## src/rtl/muldiv_scheduler_if.sv

```systemverilog
// HI/LO multiply-divide scheduler port bundle.
// master: pipeline side, slave: scheduler side.
interface muldiv_scheduler_if #(
  parameter int WIDTH = 32
);
  logic             i_start;
  logic [1:0]       i_op;
  logic [WIDTH-1:0] i_a;
  logic [WIDTH-1:0] i_b;
  logic             i_flush;
  logic             i_hi_we;
  logic             i_lo_we;
  logic [WIDTH-1:0] i_wdata;
  logic             o_busy;
  logic             o_done;
  logic [WIDTH-1:0] o_hi;
  logic [WIDTH-1:0] o_lo;

  modport master (
    output i_start, i_op, i_a, i_b,
    output i_flush, i_hi_we, i_lo_we, i_wdata,
    input  o_busy, o_done, o_hi, o_lo
  );

  modport slave (
    input  i_start, i_op, i_a, i_b,
    input  i_flush, i_hi_we, i_lo_we, i_wdata,
    output o_busy, o_done, o_hi, o_lo
  );
endinterface

```

## src/rtl/muldiv_scheduler.sv

```systemverilog
// HI/LO owner sequencing MULT/MULTU/DIV/DIVU with flush and MTHI/MTLO.
// Optional DIV_ZERO_FAST_EN: divide by zero skips straight to FIX.
module muldiv_scheduler #(
  parameter int WIDTH      = 32,
  parameter int MUL_STAGES = 2
) (
  input logic               clk,
  input logic               resetn,
  muldiv_scheduler_if.slave bus
);

  typedef enum logic [1:0] {
    IDLE,
    MUL,
    DIV,
    FIX
  } state_t;

  localparam int CW = $clog2(WIDTH + 1);
  localparam int RW = WIDTH + 1;

  state_t             state;
  state_t             state_n;
  logic [CW-1:0]      cnt;
  logic [WIDTH:0]     rem;
  logic [WIDTH-1:0]   quo;
  logic [WIDTH-1:0]   dvs;
  logic [WIDTH-1:0]   hi;
  logic [WIDTH-1:0]   lo;
  logic [WIDTH-1:0]   fix_hi;
  logic [WIDTH-1:0]   fix_lo;
  logic [2*WIDTH-1:0] prod;
  logic [2*WIDTH-1:0] prod_s;
  logic               op_div;
  logic               qneg;
  logic               rneg;
  logic               dz;
  logic               launch;
  logic               is_div;
  logic               is_sgn;
  logic               dz_now;
  logic               idle_wr;
  logic               fix_wr;
  logic [WIDTH-1:0]   abs_a;
  logic [WIDTH-1:0]   abs_b;
  logic [WIDTH+1:0]   trial;
  logic               ge;

  assign is_div = bus.i_op[1];
  assign is_sgn = ~bus.i_op[0];
  assign abs_a  = (is_sgn & bus.i_a[WIDTH-1])
                ? -bus.i_a : bus.i_a;
  assign abs_b  = (is_sgn & bus.i_b[WIDTH-1])
                ? -bus.i_b : bus.i_b;
  assign launch = (state == IDLE) & bus.i_start
                & ~bus.i_flush;
  assign idle_wr = (state == IDLE) & ~launch;
  assign fix_wr  = (state == FIX) & ~bus.i_flush;

`ifdef DIV_ZERO_FAST_EN
  assign dz_now = is_div & (bus.i_b == '0);
`else
  assign dz_now = 1'b0;
`endif

  // Restoring step: shift next dividend bit into the remainder
  assign trial = {rem, quo[WIDTH-1]};
  assign ge    = trial >= {2'b00, dvs};

  assign bus.o_busy = bus.i_start | (state != IDLE);
  assign bus.o_done = fix_wr;
  assign bus.o_hi   = hi;
  assign bus.o_lo   = lo;

  always_ff @(posedge clk) begin
    if (!resetn) state <= IDLE;
    else         state <= state_n;
  end

  always_comb begin
    state_n = state;
    unique case (state)
      IDLE: if (launch)
              state_n = dz_now ? FIX
                      : (is_div ? DIV : MUL);
      MUL:  if (cnt == CW'(MUL_STAGES - 1))
              state_n = FIX;
      DIV:  if (cnt == CW'(WIDTH - 1))
              state_n = FIX;
      FIX:  state_n = IDLE;
      default: state_n = IDLE;
    endcase
    if (bus.i_flush) state_n = IDLE;
  end

  always_comb begin
    prod_s = qneg ? -prod : prod;
    fix_hi = prod_s[2*WIDTH-1:WIDTH];
    fix_lo = prod_s[WIDTH-1:0];
    if (dz) begin
      fix_hi = rem[WIDTH-1:0];
      fix_lo = quo;
    end else if (op_div) begin
      fix_hi = rneg ? -rem[WIDTH-1:0]
                    : rem[WIDTH-1:0];
      fix_lo = qneg ? -quo : quo;
    end
  end

  always_ff @(posedge clk) begin
    if (!resetn) begin
      cnt    <= '0;
      rem    <= '0;
      quo    <= '0;
      dvs    <= '0;
      prod   <= '0;
      op_div <= 1'b0;
      qneg   <= 1'b0;
      rneg   <= 1'b0;
      dz     <= 1'b0;
      hi     <= '0;
      lo     <= '0;
    end else begin
      unique case (1'b1)
        launch: begin
          cnt    <= '0;
          op_div <= is_div;
          dz     <= dz_now;
          qneg   <= is_sgn &
                    (bus.i_a[WIDTH-1] ^ bus.i_b[WIDTH-1]);
          rneg   <= is_sgn & bus.i_a[WIDTH-1];
          dvs    <= abs_b;
          rem    <= '0;
          quo    <= abs_a;
`ifdef DIV_ZERO_FAST_EN
          if (dz_now) begin
            rem <= {1'b0, bus.i_a};
            quo <= '1;
          end
`endif
        end
        (state == MUL): begin
          cnt  <= cnt + CW'(1);
          prod <= {{WIDTH{1'b0}}, quo}
                * {{WIDTH{1'b0}}, dvs};
        end
        (state == DIV): begin
          cnt <= cnt + CW'(1);
          rem <= ge ? RW'(trial - {2'b00, dvs})
                    : trial[WIDTH:0];
          quo <= {quo[WIDTH-2:0], ge};
        end
        fix_wr: begin
          hi <= fix_hi;
          lo <= fix_lo;
        end
        idle_wr: begin
          if (bus.i_hi_we) hi <= bus.i_wdata;
          if (bus.i_lo_we) lo <= bus.i_wdata;
        end
        default: ;
      endcase
    end
  end

endmodule

```

## src/flat_wrapper.sv

```systemverilog
// flat-port wrapper written by rule: the top's interface ports become plain ports
module muldiv_scheduler_flat 
#(
  parameter int WIDTH      = 32,
  parameter int MUL_STAGES = 2
)
  (clk, resetn, bus_i_start, bus_i_op, bus_i_a, bus_i_b, bus_i_flush, bus_i_hi_we, bus_i_lo_we, bus_i_wdata, bus_o_busy, bus_o_done, bus_o_hi, bus_o_lo);
  muldiv_scheduler_if #(.WIDTH(WIDTH)) bus_i ();
  input logic clk;
  input logic resetn;
  input wire logic [$bits(bus_i.i_start)-1:0] bus_i_start;
  input wire logic [$bits(bus_i.i_op)-1:0] bus_i_op;
  input wire logic [$bits(bus_i.i_a)-1:0] bus_i_a;
  input wire logic [$bits(bus_i.i_b)-1:0] bus_i_b;
  input wire logic [$bits(bus_i.i_flush)-1:0] bus_i_flush;
  input wire logic [$bits(bus_i.i_hi_we)-1:0] bus_i_hi_we;
  input wire logic [$bits(bus_i.i_lo_we)-1:0] bus_i_lo_we;
  input wire logic [$bits(bus_i.i_wdata)-1:0] bus_i_wdata;
  output wire logic [$bits(bus_i.o_busy)-1:0] bus_o_busy;
  output wire logic [$bits(bus_i.o_done)-1:0] bus_o_done;
  output wire logic [$bits(bus_i.o_hi)-1:0] bus_o_hi;
  output wire logic [$bits(bus_i.o_lo)-1:0] bus_o_lo;
  assign bus_i.i_start = bus_i_start;
  assign bus_i.i_op = bus_i_op;
  assign bus_i.i_a = bus_i_a;
  assign bus_i.i_b = bus_i_b;
  assign bus_i.i_flush = bus_i_flush;
  assign bus_i.i_hi_we = bus_i_hi_we;
  assign bus_i.i_lo_we = bus_i_lo_we;
  assign bus_i.i_wdata = bus_i_wdata;
  assign bus_o_busy = bus_i.o_busy;
  assign bus_o_done = bus_i.o_done;
  assign bus_o_hi = bus_i.o_hi;
  assign bus_o_lo = bus_i.o_lo;
  muldiv_scheduler #(.WIDTH(WIDTH), .MUL_STAGES(MUL_STAGES)) u_core (.clk(clk), .resetn(resetn), .bus(bus_i));
endmodule
```

## config.mk

```make
export PLATFORM = sky130hd
export DESIGN_NAME = muldiv_scheduler_flat
export DESIGN_NICKNAME = d
export VERILOG_FILES = /design/src/rtl/muldiv_scheduler_if.sv /design/src/rtl/muldiv_scheduler.sv /design/src/flat_wrapper.sv
export SDC_FILE = /design/constraint.sdc
export NUM_CORES = 2
export LEC_CHECK = 0
export ABC_CLOCK_PERIOD_IN_PS = 21000
export BUFFER_PORTS_ARGS = -buffer_cell sky130_fd_sc_hd__buf_4
export CORE_MARGIN = 5
export CORE_UTILIZATION = 25
export CTS_BUF_LIST = sky130_fd_sc_hd__clkbuf_8
export DETAILED_ROUTE_END_ITERATION = 6
export GPL_ROUTABILITY_DRIVEN = 0
export HOLD_SLACK_MARGIN = 0.08
export PLACE_DENSITY_LB_ADDON = 0.12
export SYNTH_ARGS = -nofsm -noshare
export SYNTH_HDL_FRONTEND = slang
export SYNTH_SLANG_ARGS = --single-unit
```

## constraint.sdc

```tcl
create_clock -name clk -period 21 [get_ports clk]
set_input_delay 1.05 -clock clk [delete_from_list [all_inputs] [get_ports clk]]
set_output_delay 1.05 -clock clk [all_outputs]
set_load 0.01 [all_outputs]
```

==> qor.csv <==
stage,metric,value,unit
floorplan,core_area,0.1930,mm^2
worst_setup_path,slowest_stage,dfxtp_2,
sta,final.setup.tns,0,ns
detailed_routing,drtAntennaViolNets,0,
cts,cts_sinks,236,
power,leakagePower,0.02445,uW
floorplan,die_w,451.0,um
sta,tightest_slew,1.373,ns
synth,syn_area,0.04862,mm^2
worst_setup_path,cpPeakStageDelay,1.16,ns
cts,tritoncts,done,
power,power.density,47.02,mW/mm^2
worst_setup_path,path_class,flop to flop,
synth,ys.flop_type,dfxtp_1,
placement,port_buffers,169,
detailed_routing,routed_wl,203.7,mm
flow_run,cap_violations,0,
cts,ctsHoldBuffers,0,
cts,h-tree-depth,2,
detailed_routing,vias,39290,
detailed_routing,first_iter_violations,2931,
worst_setup_path,crit_chain,"and2_1, fa_1, fa_1, fa_1, inv_1, fa_1, inv_1, fa_1, fa_1, fa_1, inv_1, fa_1, inv_1, ha_1, nand4_1, inv_1, a221oi_1, nor2_1, a2111oi_2, nor3_1, o22ai_1, o21ai_0, xnor2_1, o21ai_0",
global_route,grt_pass1_wl,300.0,mm
sta,finClkSkew,0.04744,ns
cts,post-cts-setup-buffers,0,
finish,drive_above_1_share,0.07548,
worst_setup_path,crit_path_start_kind,flop,
synth,ys_async_sr_fraction,0,
sta,slew_headroom,0.08287,
worst_setup_path,critPathCaptureType,flop,
worst_setup_path,arrival,9.96,ns
run_status,status,"finished, final reports clean",
synth,ys_seq_elements,236,
synth,ys_types,91,
worst_setup_path,reg2reg_depth,24,
sta,rsz0062_at_grt,no,
floorplan,die_height,451.0,um
cts,clockRootBuffer,clkbuf_8,
power,power,2514,uW
detailed_routing,route.detailed.drc,0,
worst_hold_path,hold_path_class,flop to flop,
synth,synth_edf_count,0,
floorplan,initial_utilization,0.2520,
sta,final-setup-viol-count,0,
finish,area_delta_synth_final,9.982,%
sta,fmax,105.6,MHz
global_route,grt_pass1_vias,42140,
synth,synth_area_per_cell,8.526,um^2
worst_setup_path,crit_start,u_core.quo[13],
sta,hold_viol,0,
detailed_routing,first_pass_iters,5,
synth,synthCells,5703,
sta,hold_slack,0.4598,ns
worst_setup_path,crit_fanout,36,
sta,fin_crit_sh,0.4509,
global_route,grt_use_total,0.1995,
worst_setup_path,worstPathRequired,21.49,ns
floorplan,dieArea,0.2034,mm^2
worst_hold_path,hold_start,u_core.bus.o_lo[0],
cts,path_clk_slew,0.07,ns
synth,synth_top_area_cell,fa_1,
cts,cts_buffers,45,
cts,clock_latency,0.67,ns
global_route,overflow,0,
worst_hold_path,holdPathEnd,u_core.bus.o_lo[0],
finish,final_nets,6958,
cts,cts_resized,0,
worst_setup_path,cpMostUsedCell,fa_1,
synth,synth.top_cell.area_share,0.3693,
sta,period_minus_slack,9.468,ns
floorplan,rows,161,
worst_setup_path,r2r_start,u_core.quo[13],
detailed_routing,avgRoutedWirePerCell,24.79,um
global_route,antenna_found_initial,16,
synth,yosysSeqAreaShare,0.09717,
worst_hold_path,hold_depth,2,
floorplan,io_pins,170,
worst_setup_path,r2r_end,u_core.prod[63],
synth,syn_nets,7012,
detailed_routing,via_per_inst,4.782,
power,peakVddDrop,0.04746,mV
synth,ys.warnings.count,0,
sta,drv_slew,0,
synth,synth_area_leaders,"fa_1 (37%), dfxtp_1 (9.7%), ha_1 (7.9%)",
global_route,grt_max_degree,90,
cts,cts_buffer_depth,3,
placement,dp_hpwl,159.5,mm
worst_setup_path,rrSetupSlack,11.53,ns
## synth_stat cells, drive strengths merged (5+ instances only)
| library cell | n |
|---|---|
| nor4 | 24 |
| o211ai | 40 |
| nor2b | 15 |
| a221oi | 11 |
| nand2b | 23 |
| or4 | 19 |
| mux2i | 59 |
| or2 | 9 |
| and2 | 547 |
| nand2 | 670 |
| xnor2 | 145 |
| o21a | 6 |
| xor2 | 113 |
| clkbuf | 329 |
| nand4 | 27 |
| a211oi | 56 |
| a32oi | 11 |
| nor3 | 37 |
| o31ai | 45 |
| o22ai | 10 |
| nand3 | 32 |
| a31oi | 37 |
| a311oi | 31 |
| fa | 897 |
| nor2 | 340 |
| ha | 308 |
| o21bai | 14 |
| o21ai | 246 |
| a211o | 5 |
| and3 | 14 |
| buf | 38 |
| dfxtp | 236 |
| a21o | 58 |
| or3 | 32 |
| a21oi | 194 |
| a2111oi | 5 |
| o41ai | 31 |
| inv | 935 |
## through the flow
stage | cells | utilization | setup slack [ns] | instance area, um^2
after CTS | 8210 | 0.2770 | 11.70 | 53460
after global placement | 8128 | 0.2718 | 11.76 | 52460
after global routing | 8212 | 0.2771 | 11.12 | 53470
after floorplan | 5703 | - | 13.39 | 48620
final | 8215 | 0.2771 | 11.53 | 53480
after detailed placement | 8128 | 0.2718 | 11.74 | 52460
## how the worst max path moves through the flow
stage	end	slack, ns
final	u_core.prod[63]	11.53
after global routing	u_core.prod[63]	11.12
after CTS	u_core.prod[63]	11.70
after detailed placement	u_core.prod[63]	11.74
after global placement	u_core.prod[63]	11.76
after floorplan	u_core.prod[60]	13.39
## layout make-up
type                            instances  area [um^2]
Multi-Input combinational cell       4163        39010
Tap cell                             2526         3161
Sequential cell                       236         4767
Timing Repair Buffer                  266         1997
Fill cell                           20960       139500
Clock buffer                           57        784.5
Antenna cell                            5        12.51
Clock inverter                         25        224.0
Inverter                              937         3520
## critical path: cells and delay by family, from the launching register on
kind	cells	cell delay (ns)
AND/OR/NAND/NOR	4	0.87
XOR/XNOR	1	0.16
flip-flops	1	1.16
buffers and inverters	5	0.27
adder cells (fa/ha/maj)	9	4.34
AO/OA/AOI/OAI	5	2.46
## state kept, by name, indices dropped and copies added (netlist names)
| name | flops |
|---|---|
| u_core.state | 2 |
| u_core.quo | 32 |
| u_core.op_div | 1 |
| u_core.rem | 33 |
| u_core.qneg | 1 |
| u_core.rneg | 1 |
| u_core.cnt | 6 |
| u_core.dvs | 32 |
| u_core.prod | 64 |
| u_core.bus.o_hi | 32 |
| u_core.bus.o_lo | 32 |
## where the power goes
part | switching (uW) | internal, uW
Combinational | 945 | 482
Sequential | 58.8 | 478
Clock | 255 | 295
## cell usage in the layout (no fill, tap or decap), drive strengths merged, types with 9 or more instances in the layout
| cell type | instances |
|---|---|
| nor3 | 37 |
| or2 | 9 |
| and2 | 547 |
| nor4 | 24 |
| ha | 308 |
| a31oi | 37 |
| clkinv | 9 |
| o21ai | 246 |
| o211ai | 40 |
| dfxtp | 236 |
| nor2 | 340 |
| o22ai | 10 |
| a21o | 58 |
| or4 | 19 |
| a211oi | 56 |
| buf | 266 |
| a221oi | 11 |
| o41ai | 31 |
| and3 | 14 |
| nor2b | 15 |
| nand2b | 23 |
| a311oi | 31 |
| o31ai | 45 |
| a32oi | 11 |
| nand2 | 670 |
| mux2i | 59 |
| nand3 | 32 |
| nand4 | 27 |
| xnor2 | 145 |
| xor2 | 113 |
| a21oi | 194 |
| o21bai | 14 |
| clkbuf | 57 |
| or3 | 32 |
| fa | 897 |
| inv | 949 |
## metal layers
layer | wire [um] | GRT usage | share of wire
met5 | 12 | 0 | 0.000059
met4 | 3632 | 0.03217 | 0.018
met3 | 8411 | 0.01700 | 0.041
met2 | 99260 | 0.3443 | 0.49
met1 | 92370 | 0.2764 | 0.45
## cell families after synthesis
| group | after synthesis | share of synthesized area |
|---|---|---|
| simple gates | 1807 | 0.1825 |
| buf+inv | 1304 | 0.1011 |
| fa+ha+maj | 1205 | 0.4486 |
| compound gates | 832 | 0.1113 |
| xor+xnor | 258 | 0.04647 |
| flops | 236 | 0.09717 |
| mux | 61 | 0.01284 |
No activity file was read; power rests on OpenSTA's default activity.
